### config.mk
export PLATFORM = sky130hd
export DESIGN_NAME = fetch_sequencer_flat
export DESIGN_NICKNAME = d
export VERILOG_FILES = /design/src/rtl/fetch_sequencer_if.sv /design/src/rtl/fetch_sequencer.sv /design/src/flat_wrapper.sv
export SDC_FILE = /design/constraint.sdc
export NUM_CORES = 1
export LEC_CHECK = 0
export CAP_MARGIN = 20
export CORE_MARGIN = 2
export CORE_UTILIZATION = 57
export DETAILED_ROUTE_END_ITERATION = 6
export GPL_TIMING_DRIVEN = 1
export PLACE_DENSITY_LB_ADDON = 0.3
export SYNTH_ARGS = -nofsm -noshare
export SYNTH_HDL_FRONTEND = slang
export SYNTH_SLANG_ARGS = --single-unit
### constraint.sdc
create_clock -name clk -period 4.2 [get_ports clk]
set_input_delay 0.84 -clock clk [delete_from_list [all_inputs] [get_ports clk]]
set_output_delay 0.84 -clock clk [all_outputs]
set_load 0.05 [all_outputs]
### src/rtl/fetch_sequencer_if.sv
// Instruction-memory request/acknowledge bus between the fetch sequencer and imem.
interface fetch_sequencer_if;
  logic        imem_req;
  logic [31:0] imem_addr;
  logic        imem_ack;
  logic [31:0] imem_rdata;

  modport master (output imem_req, imem_addr, input imem_ack, imem_rdata);
  modport slave  (input imem_req, imem_addr, output imem_ack, imem_rdata);
endinterface

### src/rtl/fetch_sequencer.sv
// IF-stage sequencer: owns PCF, fetches over a req/ack bus with one fetch in flight,
// and loads the IF/ID register, honouring redirects, decode stalls and flushes.
//
// state  | meaning
// S_IDLE | first cycle after reset, no request
// S_REQ  | request for PCF on the bus
// S_HOLD | fetched word parked in skid while decode is stalled
// S_DROP | stale fetch still in flight; its data is discarded
module fetch_sequencer #(
  parameter logic [31:0] RESET_PC = 32'h0000_0000,
  parameter logic [31:0] BUBBLE   = 32'h0000_0000
) (
  input  logic               clk,
  input  logic               rst,
  input  logic               pcsrc,
  input  logic [31:0]        pctarget,
  input  logic               stall_d,
  input  logic               flush_d,
  fetch_sequencer_if.master  imem,
  output logic [31:0]        instrd,
  output logic [31:0]        pcd,
  output logic [31:0]        pcplus4D,
  output logic               valid_d
);

  typedef enum logic [1:0] {S_IDLE, S_REQ, S_HOLD, S_DROP} state_t;

  state_t      state, state_n;
  logic [31:0] pcf, pcf_n;
  logic [31:0] drop_addr, drop_addr_n;
  logic [31:0] skid_instr, skid_instr_n;
  logic [31:0] skid_pc, skid_pc_n;
  logic [31:0] instrd_n, pcd_n, pcplus4_n;
  logic        valid_n;
  logic [31:0] target;

  assign target = {pctarget[31:2], 2'b00};

  always_ff @(posedge clk) begin
    if (rst) begin
      state      <= S_IDLE;
      pcf        <= RESET_PC;
      drop_addr  <= RESET_PC;
      skid_instr <= '0;
      skid_pc    <= '0;
      instrd     <= BUBBLE;
      pcd        <= '0;
      pcplus4D   <= '0;
      valid_d    <= 1'b0;
    end else begin
      state      <= state_n;
      pcf        <= pcf_n;
      drop_addr  <= drop_addr_n;
      skid_instr <= skid_instr_n;
      skid_pc    <= skid_pc_n;
      instrd     <= instrd_n;
      pcd        <= pcd_n;
      pcplus4D   <= pcplus4_n;
      valid_d    <= valid_n;
    end
  end

  always_comb begin
    state_n        = state;
    pcf_n          = pcf;
    drop_addr_n    = drop_addr;
    skid_instr_n   = skid_instr;
    skid_pc_n      = skid_pc;
    instrd_n       = instrd;
    pcd_n          = pcd;
    pcplus4_n      = pcplus4D;
    valid_n        = valid_d;
    imem.imem_req  = 1'b0;
    imem.imem_addr = pcf;

    case (state)
      S_IDLE: begin
        state_n = S_REQ;
        if (pcsrc) pcf_n = target;
      end
      S_REQ: begin
        imem.imem_req = 1'b1;
        if (pcsrc) begin
          pcf_n = target;
          if (!imem.imem_ack) begin
            drop_addr_n = pcf;
            state_n     = S_DROP;
          end
        end else if (imem.imem_ack) begin
          pcf_n = pcf + 32'd4;
          if (stall_d) begin
            skid_instr_n = imem.imem_rdata;
            skid_pc_n    = pcf;
            state_n      = S_HOLD;
          end else begin
            instrd_n  = imem.imem_rdata;
            pcd_n     = pcf;
            pcplus4_n = pcf + 32'd4;
            valid_n   = 1'b1;
          end
        end
      end
      S_HOLD: begin
        if (pcsrc) begin
          pcf_n   = target;
          state_n = S_REQ;
        end else if (flush_d) begin
          state_n = S_REQ;
        end else if (!stall_d) begin
          instrd_n  = skid_instr;
          pcd_n     = skid_pc;
          pcplus4_n = skid_pc + 32'd4;
          valid_n   = 1'b1;
          state_n   = S_REQ;
        end
      end
      S_DROP: begin
        // keep presenting the stale address until memory answers it
        imem.imem_req  = 1'b1;
        imem.imem_addr = drop_addr;
        if (pcsrc) pcf_n = target;
        if (imem.imem_ack) state_n = S_REQ;
      end
      default: state_n = S_IDLE;
    endcase

    if (pcsrc || flush_d) begin
      instrd_n  = BUBBLE;
      pcd_n     = '0;
      pcplus4_n = '0;
      valid_n   = 1'b0;
    end
  end

endmodule
### src/flat_wrapper.sv
// flat-port wrapper written by rule: the top's interface ports become plain ports
module fetch_sequencer_flat 
#(
  parameter logic [31:0] RESET_PC = 32'h0000_0000,
  parameter logic [31:0] BUBBLE   = 32'h0000_0000
)
  (clk, rst, pcsrc, pctarget, stall_d, flush_d, instrd, pcd, pcplus4D, valid_d, imem_imem_req, imem_imem_addr, imem_imem_ack, imem_imem_rdata);
  fetch_sequencer_if imem_i ();
  input  logic clk;
  input  logic rst;
  input  logic pcsrc;
  input  logic [31:0] pctarget;
  input  logic stall_d;
  input  logic flush_d;
  output logic [31:0] instrd;
  output logic [31:0] pcd;
  output logic [31:0] pcplus4D;
  output logic valid_d;
  output wire logic [$bits(imem_i.imem_req)-1:0] imem_imem_req;
  output wire logic [$bits(imem_i.imem_addr)-1:0] imem_imem_addr;
  input wire logic [$bits(imem_i.imem_ack)-1:0] imem_imem_ack;
  input wire logic [$bits(imem_i.imem_rdata)-1:0] imem_imem_rdata;
  assign imem_imem_req = imem_i.imem_req;
  assign imem_imem_addr = imem_i.imem_addr;
  assign imem_i.imem_ack = imem_imem_ack;
  assign imem_i.imem_rdata = imem_imem_rdata;
  fetch_sequencer #(.RESET_PC(RESET_PC), .BUBBLE(BUBBLE)) u_core (.clk(clk), .rst(rst), .pcsrc(pcsrc), .pctarget(pctarget), .stall_d(stall_d), .flush_d(flush_d), .imem(imem_i), .instrd(instrd), .pcd(pcd), .pcplus4D(pcplus4D), .valid_d(valid_d));
endmodule
==> results summary <==
The flow ran to the end, and the final reports show no timing, DRC or antenna violations. At the end of routability-driven placement, the weighted congestion stood at around 0.94. The final antenna-violating net count is 0. Summed over all failing endpoints, the final setup total negative slack is 0 ps.

The largest driver fanout on the critical path came out at 24. The reg2reg setup slack came out at between 1000 and 1500 ps. The number of synthesized flops with an enable pin is 0. The pin slew with the least headroom to its limit came out at about 930 ps. The number of remaining DRC errors came out at 0.

The met1 track demand over resource in global routing is 0.426. The number of top-level design ports is 200. From synthesis to final layout, the design area changed by 24.7%. The average via count per standard cell is 6.10. In the layout the commonest cells are nand2_1, dfxtp_1, clkdlybuf4s50_1. The share of total power dissipated in combinational logic is 0.208. The cell-internal power is between 3 and 4 mW. The clock insertion delay at the later pin of the skew report is ~520 ps.

The total routing resource utilization after global routing came out at 0.302. The die outline area is about 0.02 mm^2. The area of the core came out at about 0.018 mm^2. The clock tree from TritonCTS is built. The number of buffers added on ports is between 150 and 200. The worst path required time is ~3400 ps. The number of buffers on the longest clock path came out at 3. The clock buffer count from CTS came out at 23. After floorplanning, the core was divided into 49 placement rows. The clock-pin slew of the registers on the worst-case setup and hold paths came out at 60 ps. The power share of the sequential group came out at 0.407.

The clock sink count is between 200 and 250. The switching share of total power is 0.307. Setup repair after global routing left no endpoint under its margin. After global routing the overflow that remains totals 0.

After the first detailed-routing iteration, the DRC count stood at 1198. The data arrival time at the worst-slack endpoint came out at roughly 2600 ps. The tightest min-delay check is of the flip-flop to flip-flop type. In the synthesized netlist the dominant register cell turns out to be dfxtp_1. After detailed routing, the average wire length per cell comes to 18.8 um. The headroom to the max-slew limit came out at 0.376.

The startpoint class of the critical path is a flip-flop. The synthesized area divided by synthesized cell count is roughly 8.2 um^2. The number of detailed-routing iterations run before antenna repair came out at 6. The via count of the first global-routing pass is 9163. Setup violations remaining at the end of the flow were counted as 0.

The number of max-slew violations in the final report came to 0. The worst setup path is captured at an output pin. Derived from the worst setup path, the maximum achievable clock frequency is about 0.30 GHz. The cell area reported after detailed placement is ~0.012 mm^2.

0 antenna diodes ended up in the layout. The root buffer selected by CTS is clkbuf_16. The post-synthesis instance area is 0.0106 mm^2. The final worst hold slack is between 400 and 500 ps. After global routing, the most crowded layer is met2. The switching component of the power came out at between 1.5 and 2 mW. Across the VDD grid, the largest voltage drop is 344 uV.

The floorplan step set the die height to approximately 140 um. For hold timing, the worst endpoint is u_core.skid_instr[27]. The starting density of the core is 0.586. After synthesis, the cell types taking the most area are dfxtp_1, nand2_1, mux2i_1. The proportion of synthesized chip area in sequential cells came out at 0.410. For this run, global-route usage on met2 was measured as 0.486. The number of setup buffers added after CTS is 0. The clock power share is 0.385. The final-report hold violation count came out at 0. Gates resized during post-CTS repair numbered 0.

CTS built an H-tree with a depth of 1. The number of maximum-capacitance constraint violations is 0. The net count reported at finish is about 1500. The analysis attributes to cell leakage a power of between 4 and 5 nW. The number of instances in the synthesized netlist came out at 1300.

The total power of the final layout is between 5 and 6 mW. Synthesis instantiated 66 different standard cells from the library. The endpoint identified for the worst register-to-register timing path is u_core.pcplus4D[28]. The worst register-to-register path begins at u_core.state[0]. The period utilization came out at 0.806. Entering global routing, the biggest net connects a little under 80 pins. During synthesis, Yosys emitted a total of 0 warnings.

The total routed wirelength came out at roughly 31 mm. Leaving out fill and tap cells, the most frequent cell in the layout is nand2_1. The number of hold buffers added after cts came out at 0. The post-route cell area came out at approximately 0.013 mm^2. The count of cells along the worst register-to-register path came out at 7. The power density of the placed cells is around 420 mW/mm^2.

The number of antenna violations at the first check in global routing came out at 0. The number of cells traversed by the worst hold path is 2. The worst hold path begins at u_core.skid_instr[27]. The met3 usage came out at 0.0451. The share of flip-flops with an asynchronous set or reset came out at 0. For the final database, setup skew stands at about 20 ps. Summed over all instances, the cell type with the most area after synthesis is dfxtp_1. The floorplan step set the die width to around 140 um. The global-route wire length before repair came out at between 40 and 50 mm. The detailed-placement wirelength estimate is between 20 and 25 mm. The worst setup path is of the flip-flop to output pin kind.

The area fraction of the dominant cell type after synthesis came out at 0.410. After layout, the minimum clock period comes to 3390 ps. The synthesized flop and latch total came out at between 200 and 250. The detailed router placed 10100 vias in this run.

The share of post-route cells with drive strength above 1 came out at 0.0810.
==> power groups by stage <==
| stage | Clock (mW) | Combinational (mW) | Sequential, mW |
|---|---|---|---|
| after floorplan | 0 | 0.720 | 2.33 |
| after global placement | 0 | 1.11 | 2.28 |
| after detailed placement | 0 | 1.13 | 2.28 |
| after CTS | 2.14 | 1.14 | 2.24 |
| after global routing | 2.22 | 1.23 | 2.25 |
| final | 2.12 | 1.15 | 2.24 |
==> kinds of logic after synthesis <==
logic type	share of synthesized area
multiplexers	0.0929
buffers and inverters	0.0629
XOR/XNOR	0.0330
adder cells (fa/ha/maj)	0.00708
other	0.000354
AO/OA/AOI/OAI	0.189
AND/OR/NAND/NOR	0.205
flip-flops	0.410
==> worst max-delay path, cell delays in order, from the launching register on <==
cell and delay (ps):
dfxtp_1 420, ha_1 200, buf_4 290, nand2_1 90
o21ai_0 130, clkdlybuf4s50_1 880
==> synth_stat cells, types with 14 or more instances <==
| library cell | count |
|---|---|
| xnor2_1 | 26 |
| a21oi_1 | 116 |
| nand2_1 | 245 |
| nand4_1 | 16 |
| a311oi_1 | 20 |
| nor2_1 | 94 |
| a211oi_1 | 69 |
| inv_1 | 19 |
| xor2_1 | 14 |
| buf_2 | 32 |
| o21ai_0 | 40 |
| mux2_2 | 27 |
| nor4_1 | 17 |
| dfxtp_1 | 217 |
| nand3_1 | 26 |
| mux2i_1 | 68 |
| nor3_1 | 26 |
| clkbuf_1 | 89 |
==> metal layers <==
| metal | up-vias | share of wire |
|---|---|---|
| met5 | - | 0 |
| li1 | 4788 | - |
| met3 | 71 | 0.096 |
| met4 | 0 | 0.027 |
| met1 | 4678 | 0.43 |
| met2 | 521 | 0.45 |
==> final cells by class <==
| class | count | area [um^2] |
|---|---|---|
| Clock buffer | 29 | 648 |
| Multi-Input combinational cell | 930 | 5640 |
| Clock inverter | 12 | 145 |
| Tap cell | 229 | 287 |
| Timing Repair Buffer | 213 | 2090 |
| Inverter | 19 | 71.3 |
| Fill cell | 1394 | 4860 |
| Sequential cell | 217 | 4340 |
==> through the flow <==
step / setup slack (ps) / instances / utilization
after detailed placement: 991 / 1608 / 0.687
after CTS: 823 / 1649 / 0.731
final: 814 / 1649 / 0.731
after global routing: 732 / 1649 / 0.731
after global placement: 953 / 1608 / 0.687
after floorplan: 1320 / 1305 / -
==> sequential cells by signal, summed over array words and instances (netlist names) <==
name               cells
u_core.skid_pc        30
u_core.skid_instr     32
u_core.pcd            30
u_core.pcplus4D       30
u_core.valid_d         1
u_core.instrd         32
u_core.pcf            30
u_core.drop_addr      30
u_core.state           2
==> worst max-delay path by stage <==
| stage | start | end | slack (ps) |
|---|---|---|---|
| floorplan | u_core.state[0] | imem_imem_addr[11] | 1320 |
| global placement | pcsrc | u_core.pcplus4D[28] | 950 |
| detailed placement | pcsrc | u_core.skid_instr[31] | 990 |
| CTS | u_core.state[1] | imem_imem_addr[5] | 820 |
| global route | u_core.state[1] | imem_imem_addr[30] | 730 |
| finish | u_core.state[1] | imem_imem_addr[30] | 810 |
No activity file was read; power rests on OpenSTA's default activity.
